File: src/rtl/mem_arbiter_pkg.sv
// rtl/mem_arbiter_pkg.sv - shared types and constants for the memory-port arbiter
package mem_arbiter_pkg;

    typedef logic [31:0] word_t;
    typedef logic [1:0]  mem_ctrl_t;

    // NONE must stay encoding 0: it is what the core drives on an idle port.
    localparam mem_ctrl_t MEM_CTRL_NONE  = 2'd0;
    localparam mem_ctrl_t MEM_CTRL_READ  = 2'd1;
    localparam mem_ctrl_t MEM_CTRL_WRITE = 2'd2;

    typedef enum logic [1:0] {
        IDLE   = 2'd0,
        ACCESS = 2'd1,
        RESP   = 2'd2
    } mem_arb_state_t;

endpackage

File: src/rtl/rr_pick.sv
// rtl/rr_pick.sv - combinational round-robin picker, searching upward from last+1 with wrap
module rr_pick #(
    parameter int N     = 2,
    parameter int IDX_W = (N > 1) ? $clog2(N) : 1
) (
    input  logic [N-1:0]     i_valid,
    input  logic [IDX_W-1:0] i_last,
    output logic [IDX_W-1:0] o_pick,
    output logic             o_any_valid
);

    // Walk the candidates from farthest to nearest so the nearest valid one wins.
    always_comb begin
        logic [IDX_W-1:0] w_idx;
        w_idx       = '0;
        o_pick      = '0;
        o_any_valid = |i_valid;
        for (int k = N; k >= 1; k--) begin
            w_idx = IDX_W'((int'(i_last) + k) % N);
            if (i_valid[w_idx]) begin
                o_pick = w_idx;
            end
        end
    end

endmodule

File: src/rtl/mem_arbiter.sv
// rtl/mem_arbiter.sv - round-robin arbiter sharing one fixed-latency memory port among N_REQ requesters
module mem_arbiter
    import mem_arbiter_pkg::*;
#(
    parameter int N_REQ       = 2,
    parameter int MEM_LATENCY = 1
) (
    input  logic                  clk,
    input  logic                  rst,
    input  logic [N_REQ-1:0]      req_valid,
    output logic [N_REQ-1:0]      req_ready,
    input  mem_ctrl_t [N_REQ-1:0] req_ctrl,
    input  word_t [N_REQ-1:0]     req_addr,
    input  word_t [N_REQ-1:0]     req_din,
    output logic [N_REQ-1:0]      resp_valid,
    input  logic [N_REQ-1:0]      resp_ready,
    output word_t                 resp_data,
    output mem_ctrl_t             mem_ctrl,
    output word_t                 mem_addr,
    output word_t                 mem_din,
    input  word_t                 mem_dout
);

    localparam int IDX_W = (N_REQ > 1) ? $clog2(N_REQ) : 1;
    localparam int CNT_W = (MEM_LATENCY > 1) ? $clog2(MEM_LATENCY) : 1;

    mem_arb_state_t   r_state;
    logic [IDX_W-1:0] r_grant;
    logic [IDX_W-1:0] r_last_grant;
    logic [CNT_W-1:0] r_cnt;
    mem_ctrl_t        r_mem_ctrl;
    word_t            r_mem_addr;
    word_t            r_mem_din;
    logic [N_REQ-1:0] r_resp_valid;
    word_t            r_resp_data;

    logic [IDX_W-1:0] w_pick;
    logic             w_any_valid;

    rr_pick #(
        .N     (N_REQ),
        .IDX_W (IDX_W)
    ) u_rr_pick (
        .i_valid     (req_valid),
        .i_last      (r_last_grant),
        .o_pick      (w_pick),
        .o_any_valid (w_any_valid)
    );

    // Accept is combinational so a requester sees ready in the same cycle as its valid.
    always_comb begin
        req_ready = '0;
        if (rst && (r_state == IDLE) && w_any_valid) begin
            req_ready[w_pick] = 1'b1;
        end
    end

    always_ff @(posedge clk or negedge rst) begin
        if (!rst) begin
            r_state      <= IDLE;
            r_grant      <= '0;
            r_last_grant <= IDX_W'(N_REQ - 1);
            r_cnt        <= '0;
            r_mem_ctrl   <= MEM_CTRL_NONE;
            r_mem_addr   <= '0;
            r_mem_din    <= '0;
            r_resp_valid <= '0;
            r_resp_data  <= '0;
        end else begin
            case (r_state)
                IDLE: begin
                    if (w_any_valid) begin
                        r_grant    <= w_pick;
                        r_mem_ctrl <= req_ctrl[w_pick];
                        r_mem_addr <= req_addr[w_pick];
                        r_mem_din  <= req_din[w_pick];
                        r_cnt      <= CNT_W'(MEM_LATENCY - 1);
                        r_state    <= ACCESS;
                    end
                end
                ACCESS: begin
                    // Writes also complete here; their captured data is meaningless to the requester.
                    if (r_cnt == '0) begin
                        r_resp_data           <= mem_dout;
                        r_mem_ctrl            <= MEM_CTRL_NONE;
                        r_resp_valid[r_grant] <= 1'b1;
                        r_state               <= RESP;
                    end else begin
                        r_cnt <= r_cnt - 1'b1;
                    end
                end
                RESP: begin
                    if (resp_ready[r_grant]) begin
                        r_resp_valid <= '0;
                        r_last_grant <= r_grant;
                        r_state      <= IDLE;
                    end
                end
                default: begin
                    r_state <= IDLE;
                end
            endcase
        end
    end

    assign resp_valid = r_resp_valid;
    assign resp_data  = r_resp_data;
    assign mem_ctrl   = r_mem_ctrl;
    assign mem_addr   = r_mem_addr;
    assign mem_din    = r_mem_din;

endmodule
File: config.mk
export PLATFORM = sky130hd
export DESIGN_NAME = mem_arbiter
export DESIGN_NICKNAME = d
export VERILOG_FILES = /design/src/rtl/mem_arbiter_pkg.sv /design/src/rtl/rr_pick.sv /design/src/rtl/mem_arbiter.sv
export SDC_FILE = /design/constraint.sdc
export NUM_CORES = 1
export LEC_CHECK = 0
export CAP_MARGIN = 10
export CORE_MARGIN = 2
export CORE_UTILIZATION = 25
export DETAILED_ROUTE_END_ITERATION = 10
export GPL_TIMING_DRIVEN = 0
export PLACE_DENSITY = 0.6
export SYNTH_ARGS = -nofsm -noshare
export SYNTH_HDL_FRONTEND = slang
export SYNTH_HIERARCHICAL = 1
export SYNTH_SLANG_ARGS = --single-unit
File: constraint.sdc
create_clock -name clk -period 1.55 [get_ports clk]
set_input_delay 0.31 -clock clk [delete_from_list [all_inputs] [get_ports clk]]
set_output_delay 0.31 -clock clk [all_outputs]
set_load 0.005 [all_outputs]
==> flow_summary.yaml, run 1 <==
global_routing:
  grt_overflow: 0
  grt_first_pass_wirelength_mm: 22.9
  grt_antenna_before_repair: 0
  first_global_vias: 4269
  track_usage_pct: 14.8
  grt_start_max_net_pins: 57
flow_run:
  maxCapViolations: 0
timing:
  achievable-frequency_ghz: 0.561
  hold_slack_ns: -0.0982
  finalSetupTns_ns: -0.425
  report.final.setup_viol: 2
  relSlewSlack_pct: 66.4
  max_slew.worst_pin.slew_ns: 0.504
  layout_min_cycle_time_ns: 1.78
  hold_viol: 49
  rsz_0062_raised_after_global_routing: "true"
  fin_ws_ns: -0.233
  maxSlewViolCount: 0
  finalCritPeriodShare_pct: 115
  skew_ns: 0.00861
synthesis:
  syn-num-nets: 556
  netlist_top_cells_count: "dfrtp_1 (103), nor2_1 (67), a21oi_1 (66)"
  post_synth_num_cell_types: 26
  netlist.area_leader.share_pct: 54.8
  synth_area_per_cell_um2: 12.2
  syn-cell-area_mm2: 0.00470
  ffs_w_async_s_r_synth_pct: 100
  cell_type_with_the_highest_aggregate_area_in_the_netlist: "dfrtp_1"
  synth-seq-area-share_pct: 55.3
  predominant_post_synthesis_flop_cell: "dfrtp_1"
  synth-warning-count: 6
  yosys.cell_count.top_type: "dfrtp_1"
  yosys-top-cells-area: "dfrtp_1 (55%), mux2i_1 (14%), mux2_4 (9.3%)"
  synth-edff-count: 0
  postSynthRegisterBits: 104
  syn-instance-count: 386
clock_network:
  ctsRootBufferMaster: "clkbuf_16"
  insertion_delay_ns: 0.35
  clkSinkCount: 104
  clock_path_buffers: 2
  cts_inserted_buffers: 9
  tritoncts: "yes"
  clk_pin_slew_ns: 0.08
  htree_levels: 3
setup_path:
  path_cells: "dlygate4sd2_1 > or2_1 > nor3b_2 > buf_6 > buf_12 > and3_1 > buf_2"
  critPathKind: "in2out"
  worstPathArrival_ns: 1.47
  critical_path.reg2reg.startpoint: "r_last_grant$_DFFE_PN1P_"
  cpLargestDelayFamily: "buffers and inverters"
  worst_setup_slack_for_register_to_register_paths_ns: 0.07
  timing.critical_path.fanout_max: 4
  slowest_stage: "dlygate4sd2_1"
  critical_path.n_buffers_inverters: 4
  cp-end-kind: "output pin"
  reg2reg_depth: 6
  critical_path_required_ns: 1.24
  regToRegEndpoint: "mem_addr[26]$_DFFE_PN0P_"
  cp.depth: 7
  timing.critical_path.slowest_cell_delay_ns: 0.24
  sort_of_element_at_the_start_of_the_critical_path: "primary input"
final_layout:
  area_taken_by_multi_input_logic_gates_mm2: 0.00189
  design.final.nets: 861
  layout.filler_cells: 1745
  fin_cells: 930
  post-route-cell-area_mm2: 0.00839
  combined_flip_flop_and_latch_cell_area_mm2: 0.00261
  area_growth_syn_to_layout_pct: 78.4
  post_route_cells_drive_above_1_share_pct: 16.5
  insertedDiodeCount: 0
placement:
  post-dp-hpwl_mm: 11.6
  placed_instance_area_mm2: 0.00773
  gp_routability_congestion: 0.768
  numPlacedInstances: 892
  placement.io_buffers: 271
  dp_slack_ns: -1.04
pwr:
  switching_share_pct: 31.7
  fin_total_pwr_w: 0.0145
  power_report.internal_total_w: 0.00987
  power.share.clock_pct: 17.4
  p_seq_share_pct: 33.3
  p_leak_nw: 3.93
  power.combinational.fraction_pct: 49.3
  powerDensity_mw_per_mm2: 1720
  peakVddDrop_v: 0.000921
  netSwitchingPower_w: 0.00459
floorplanning:
  placeableCoreArea_mm2: 0.0186
  chipWidth_um: 141
  initial_core_util_pct: 25.3
  die_area_mm2: 0.0199
  placement_rows: 50
  dieHeight_um: 141
  floorplan.io_pins: 272
run_status:
  failing_checks: "negative hold slack, negative setup slack"
  status: "finished with violations"
routing:
  num_vias: 4031
  antenna_left: 0
  drt-initial-drc-count: 123
  drc_errors: 0
  detail_route.vias_per_cell: 4.33
  postRouteWirelength_mm: 15.2
  wl_per_cell_um: 16.4
  drtPass1Iterations: 4
hold_path:
  holdCritPathClass: "in2async"
how the worst max path moves through the flow:
stage	start	end	slack, ns
after floorplan	r_last_grant$_DFFE_PN1P_	req_ready[1]	0.05
after global placement	rst	req_ready[1]	-4.04
after detailed placement	req_valid[1]	req_ready[1]	-1.04
after CTS	r_last_grant$_DFFE_PN1P_	req_ready[1]	-0.34
after global routing	r_state[0]$_DFFE_PN0P_	req_ready[0]	-0.32
final	req_valid[1]	req_ready[1]	-0.23
area by class of cell:
class	count	share of cell area [%]
Timing Repair Buffer	295	35.3
Sequential cell	104	31.1
Multi-Input combinational cell	251	22.5
Buffer	26	3.53
Tap cell	234	3.49
Clock buffer	10	2.85
Clock inverter	6	1.07
Inverter	4	0.179
power groups by stage:
stage / sequential (W) / combinational, W / clock (W)
after CTS: 0.00486 / 0.00716 / 0.00262
after global routing: 0.00500 / 0.00777 / 0.00272
after floorplan: 0.00494 / 0.00316 / 0
final: 0.00482 / 0.00713 / 0.00251
after global placement: 0.00489 / 0.00710 / 0
after detailed placement: 0.00492 / 0.00723 / 0
through the flow:
step	hold slack (ns)	util [%]
6_report	-0.0982	45.2
5_1_grt	-0.0745	45.2
4_1_cts	-0.0855	43.9
3_5_place_dp	0.411	41.6
3_3_place_gp	0.488	41.5
2_1_floorplan	0.0144	-
registers in the layout (all words and copies together) (netlist names):
signal,cells
r_last_grant,1
r_state,2
mem_ctrl,2
resp_data,32
r_grant,1
resp_valid,2
mem_addr,32
mem_din,32
kinds of logic after synthesis:
kind of cell           Yosys count  share of synthesized area, %
muxes                           98                          24.1
buffers and inverters           31                          5.40
AOI/OAI and AO/OA               76                          8.51
and+or+nand+nor                 77                          6.68
DFF                            104                          55.3
per-layer routing:
layer  vias up  global-route usage, %  routed length [µm]
met1      1911                   17.0                6160
met3        11                   4.93                1260
met5         -                      0                   0
li1       1939                      -                   -
met2       170                   25.9                7630
met4         0                   4.63                 181
placed cells by master (no fill, tap or decap), types with 5 or more instances in the layout:
master and count:
mux2_2 5, dlymetal6s2s_1 44, buf_6 9, a21oi_1 66
mux2_4 29, dlygate4sd2_1 42, clkdlybuf4s50_1 181, dfrtp_1 101
clkbuf_16 9, buf_4 26, buf_2 8, buf_12 6
mux2i_1 59, nor2_1 67
repair_timing:
item                                    in CTS  in global routing
setup buffers                                9                 14
pin swaps                                    3                  1
hold endpoints to repair                    49                 49
resized for setup                           77                 51
endpoints found under the setup margin      82                 89
Power figures use the tool's default switching activity.
==> run 2: changes to the inputs <==
--- a/config.mk
+++ b/config.mk
@@ -10,7 +10,7 @@
 export CORE_UTILIZATION = 25
 export DETAILED_ROUTE_END_ITERATION = 10
 export GPL_TIMING_DRIVEN = 0
-export PLACE_DENSITY = 0.6
+export PLACE_DENSITY = 0.58
 export SYNTH_ARGS = -nofsm -noshare
 export SYNTH_HDL_FRONTEND = slang
 export SYNTH_HIERARCHICAL = 1
==> constraint.sdc (replaced) <==
create_clock -name clk -period 2.27 [get_ports clk]
set_input_delay 0.454 -clock clk [delete_from_list [all_inputs] [get_ports clk]]
set_output_delay 0.454 -clock clk [all_outputs]
set_load 0.005 [all_outputs]
==> run 2 against run 1 <==
Compared with the run above:
- the run now ends clean
- sequential power shrank 31%
- worst hold slack better by 0.20 ns
- routed wire length down 3.5%
- critical path depth unchanged
- register-to-register slack improved by 0.53 ns
- clock power shrank 39%
- sequential share of layout area rose by 1.2 points
- design area down 3.8%
==> flow_summary.yaml, run 2 (synthesized netlist as in run 1, its figures left out) <==
setup_path:
  timing.critical_path.slowest_cell_delay_ns: 0.23
  worstPathArrival_ns: 1.63
  timing.critical_path.fanout_max: 4
  critPathKind: "in2out"
  path_cells: "dlygate4sd2_1 > or2_1 > nor3b_2 > buf_6 > buf_12 > and3_1 > buf_2"
  sort_of_element_at_the_start_of_the_critical_path: "primary input"
  cp-end-kind: "output pin"
  critical_path_required_ns: 1.82
  slowest_stage: "dlygate4sd2_1"
timing:
  rsz_0062_raised_after_global_routing: "false"
  skew_ns: 0.00780
  layout_min_cycle_time_ns: 2.08
  hold_viol: 0
  achievable-frequency_ghz: 0.481
  maxSlewViolCount: 0
  report.final.setup_viol: 0
  relSlewSlack_pct: 59.6
  finalCritPeriodShare_pct: 91.6
  max_slew.worst_pin.slew_ns: 0.606
final_layout:
  final_common_cell: "clkdlybuf4s50_1"
  area_growth_syn_to_layout_pct: 71.6
  post_route_cells_drive_above_1_share_pct: 13.0
  most_frequent_cells_in_the_layout: "clkdlybuf4s50_1 (266), dfrtp_1 (103), nor2_1 (67)"
  post-route-util_pct: 43.5
  insertedDiodeCount: 0
  design.final.nets: 843
clock_network:
  clock_path_buffers: 2
  ctsRootBufferMaster: "clkbuf_16"
  tritoncts: "yes"
  clkSinkCount: 104
  cts_inserted_buffers: 9
  cts_hold_buf: 0
  clk_pin_slew_ns: 0.07
  htree_levels: 3
  insertion_delay_ns: 0.35
floorplanning:
  initial_core_util_pct: 25.3
  floorplan.io_pins: 272
  placeableCoreArea_mm2: 0.0186
  chipWidth_um: 141
  placement_rows: 50
  die_area_mm2: 0.0199
  dieHeight_um: 141
global_routing:
  grt_overflow: 0
  grt_first_pass_wirelength_mm: 23.1
  grt_start_max_net_pins: 63
  grt_antenna_before_repair: 0
  track_usage_pct: 14.8
  first_global_vias: 4299
placement:
  post-dp-hpwl_mm: 11.4
  gp_routability_congestion: 0.740
  placement.io_buffers: 271
routing:
  wl_per_cell_um: 16.1
  drt-initial-drc-count: 90
  detail_route.vias_per_cell: 4.38
  postRouteWirelength_mm: 14.7
  drtPass1Iterations: 4
  antenna_left: 0
  drc_errors: 0
  num_vias: 3998
pwr:
  fin_total_pwr_w: 0.00981
  powerDensity_mw_per_mm2: 1210
  p_leak_nw: 3.43
  peakVddDrop_v: 0.000585
hold_path:
  holdCritPathClass: "in2async"
flow_run:
  maxCapViolations: 0
run_status:
  status: "finished clean"
[run 2: cell count changes in the layout (fill, tap and decap cells not counted), sizes merged, moves of 2 or more]
cell           previous run  this run
dlymetal6s2s             44         0
dlygate4sd2              42         2
clkdlybuf4s50           181       266
buf                      52        35
bufinv                    2         0
[run 2: final cells by class]
class	count	area (µm²)
Buffer	26	263
Clock buffer	10	239
Clock inverter	6	52.6
Fill cell	1709	10500
Inverter	4	15.0
Multi-Input combinational cell	251	1850
Sequential cell	104	2600
Tap cell	234	293
Timing Repair Buffer	277	2760
[run 2: metrics by stage]
step	worst slack (ns)	hold slack (ns)	setup TNS [ns]	area, µm²	cells
CTS	0.102	0.115	0	8080	912
finish	0.191	0.104	0	8080	912
global placement	-3.64	0.494	-342.14	7710	891
global route	0.0112	0.134	0	8080	912
detailed placement	-0.641	0.494	-1.20	7730	892
floorplan	0.535	0.158	0	4700	386
[run 2: what timing repair did]
action,CTS,global route
resized for setup,18,0
buffers inserted,5,0
setup endpoints to repair,2,0
[run 2: worst max-delay path: cells and delay by family]
kind	cells	cell delay, ns
buffers and inverters	4	0.62
AND/OR/NAND/NOR	3	0.55
[run 2: layer usage]
layer  up-vias  share of wire [%]  global-route usage (%)
met1      1900                 40                    16.8
met4         0                1.8                    4.68
met3        18                9.7                    5.81
met5         -                  0                       0
met2       177                 49                    25.7
li1       1903                  -                       -
[run 2: worst paths after layout]
kind / start / end / slack (ns) / depth (start not counted)
hold reg to reg: r_last_grant$_DFFE_PN1P_ / r_last_grant$_DFFE_PN1P_ / 0.50 / 2
min in group clk: r_last_grant$_DFFE_PN1P_ / r_last_grant$_DFFE_PN1P_ / 0.50 / 2
setup reg to reg: r_last_grant$_DFFE_PN1P_ / mem_din[2]$_DFFE_PN0P_ / 0.60 / 6
setup / recovery: req_valid[1] / req_ready[1] / 0.19 / 7
hold / removal: rst / mem_addr[19]$_DFFE_PN0P_ / 0.10 / 1
max in group asynchronous: rst / r_last_grant$_DFFE_PN1P_ / 1.40 / 2
[run 2: report_power, final]
part / switching (W) / internal (W)
sequential: 0.000544 / 0.00279
clock: 0.000737 / 0.000790
combinational: 0.00183 / 0.00312
==> run 3: changes to the inputs <==
--- a/config.mk
+++ b/config.mk
@@ -7,10 +7,10 @@
 export LEC_CHECK = 0
 export CAP_MARGIN = 10
 export CORE_MARGIN = 2
-export CORE_UTILIZATION = 25
+export CORE_UTILIZATION = 34
 export DETAILED_ROUTE_END_ITERATION = 10
 export GPL_TIMING_DRIVEN = 0
-export PLACE_DENSITY = 0.58
+export PLACE_DENSITY = 0.74
 export SYNTH_ARGS = -nofsm -noshare
 export SYNTH_HDL_FRONTEND = slang
 export SYNTH_HIERARCHICAL = 1
==> run 3 against run 2 <==
Compared with the run above:
- sequential power about the same
- design area down 0.85%
- utilization up 16 points
- clock-buffer cell count up 3
- register-to-register slack improved by 0.03 ns
- flip-flop and latch count is the same
- routed wire length is 2.7% lower
- cell count decreased by 6.7%
- critical path type unchanged
- largest cell class unchanged
==> flow_summary.yaml, run 3 (synthesized netlist as in run 1, its figures left out) <==
run_status:
  status: "finished clean"
clock_network:
  clk_pin_slew_ns: 0.07
  clkSinkCount: 104
  htree_levels: 3
  insertion_delay_ns: 0.34
  cts_hold_buf: 0
  clock_path_buffers: 2
  ctsRootBufferMaster: "clkbuf_16"
  cts_inserted_buffers: 9
  tritoncts: "yes"
final_layout:
  final_common_cell: "clkdlybuf4s50_1"
  layout.filler_cells: 1099
  post-route-cell-area_mm2: 0.00801
  area_growth_syn_to_layout_pct: 70.2
  post_route_cells_drive_above_1_share_pct: 12.4
  design.final.nets: 841
  most_frequent_cells_in_the_layout: "clkdlybuf4s50_1 (266), dfrtp_1 (103), nor2_1 (67)"
  insertedDiodeCount: 0
placement:
  gp_routability_congestion: 0.740
  post-dp-hpwl_mm: 11.2
  placed_instance_area_mm2: 0.00766
  placement.io_buffers: 271
setup_path:
  cp-end-kind: "output pin"
  timing.critical_path.slowest_cell_delay_ns: 0.23
  sort_of_element_at_the_start_of_the_critical_path: "primary input"
  timing.critical_path.fanout_max: 3
  cp_common_cell: "buf_8"
  critical_path.n_buffers_inverters: 5
  cpLargestDelayFamily: "buffers and inverters"
  slowest_stage: "dlygate4sd2_1"
  path_cells: "dlygate4sd2_1 > or2_1 > nor3b_2 > buf_6 > buf_8 > buf_8 > nand2_1 > nor2_1 > buf_2"
  critical_path_required_ns: 1.82
  critPathKind: "in2out"
  worstPathArrival_ns: 1.66
global_routing:
  grt_overflow: 0
  track_usage_pct: 19.0
  first_global_vias: 4145
  grt_start_max_net_pins: 58
  grt_antenna_before_repair: 0
  grt_first_pass_wirelength_mm: 21.7
timing:
  maxSlewViolCount: 0
  rsz_0062_raised_after_global_routing: "false"
  finalCritPeriodShare_pct: 93.0
  relSlewSlack_pct: 67.6
  report.final.setup_viol: 0
  layout_min_cycle_time_ns: 2.11
  hold_slack_ns: 0.0477
  achievable-frequency_ghz: 0.474
  finalSetupTns_ns: 0
  max_slew.worst_pin.slew_ns: 0.486
  skew_ns: 0.00589
  hold_viol: 0
pwr:
  power.share.clock_pct: 16.3
  powerDensity_mw_per_mm2: 1230
  p_seq_share_pct: 33.7
  power.combinational.fraction_pct: 50.1
  p_leak_nw: 3.43
  switching_share_pct: 30.7
  power_report.internal_total_w: 0.00683
  peakVddDrop_v: 0.000699
  netSwitchingPower_w: 0.00302
floorplanning:
  floorplan.io_pins: 272
  chipWidth_um: 122
  initial_core_util_pct: 35.1
  dieHeight_um: 122
  placeableCoreArea_mm2: 0.0134
  die_area_mm2: 0.0148
  placement_rows: 42
hold_path:
  holdCritPathClass: "in2async"
flow_run:
  maxCapViolations: 0
routing:
  num_vias: 3999
  drt-initial-drc-count: 188
  drc_errors: 0
  antenna_left: 0
  detail_route.vias_per_cell: 4.70
  drtPass1Iterations: 4
  postRouteWirelength_mm: 14.3
  wl_per_cell_um: 16.8
-- run 3: repair_timing --
item,CTS,global route
gates resized for setup,18,1
buffers inserted,3,0
gates cloned,0,0
pin swaps,1,0
endpoints found under the setup margin,2,2
-- run 3: layout make-up --
| type | instances | area (µm²) | share of cell area [%] |
|---|---|---|---|
| Timing Repair Buffer | 275 | 2760 | 34.5 |
| Sequential cell | 104 | 2600 | 32.5 |
| Multi-Input combinational cell | 251 | 1850 | 23.1 |
| Clock buffer | 13 | 270 | 3.38 |
| Buffer | 26 | 254 | 3.17 |
| Tap cell | 176 | 220 | 2.75 |
| Clock inverter | 2 | 37.5 | 0.469 |
| Inverter | 4 | 15.0 | 0.188 |
-- run 3: stage by stage --
stage / utilization, % / setup WS [ns] / instances / total power [W]
floorplan: - / 0.535 / 386 / 0.00554
global placement: 57.0 / -3.54 / 833 / 0.00814
detailed placement: 57.2 / -0.614 / 834 / 0.00827
CTS: 59.7 / 0.0640 / 851 / 0.00999
global route: 59.7 / 0.106 / 851 / 0.0105
finish: 59.7 / 0.158 / 851 / 0.00984
-- run 3: worst paths after layout --
kind,start,slack (ns),depth (start not counted),endpoint
hold reg to reg,r_last_grant$_DFFE_PN1P_,0.50,2,r_last_grant$_DFFE_PN1P_
min in group clk,r_last_grant$_DFFE_PN1P_,0.50,2,r_last_grant$_DFFE_PN1P_
hold / removal,rst,0.05,1,resp_data[22]$_DFFE_PN0P_
max in group asynchronous,rst,1.58,2,mem_addr[18]$_DFFE_PN0P_
setup / recovery,req_valid[1],0.16,9,req_ready[0]
setup reg to reg,r_last_grant$_DFFE_PN1P_,0.63,6,mem_din[4]$_DFFE_PN0P_
-- run 3: layer usage --
layer / up-vias / global-route usage [%] / share of wire (%)
li1: 1905 / - / -
met1: 1905 / 20.9 / 38
met2: 173 / 35.0 / 52
met3: 16 / 5.52 / 8.8
met4: 0 / 6.47 / 1.7
met5: - / 0 / 0
-- run 3: power by group through the flow --
stage | Sequential (W) | Clock, W | Combinational [W]
after floorplan | 0.00338 | 0 | 0.00216
after global placement | 0.00332 | 0 | 0.00482
after detailed placement | 0.00334 | 0 | 0.00493
after CTS | 0.00333 | 0.00164 | 0.00502
after global routing | 0.00344 | 0.00171 | 0.00534
final | 0.00331 | 0.00160 | 0.00493
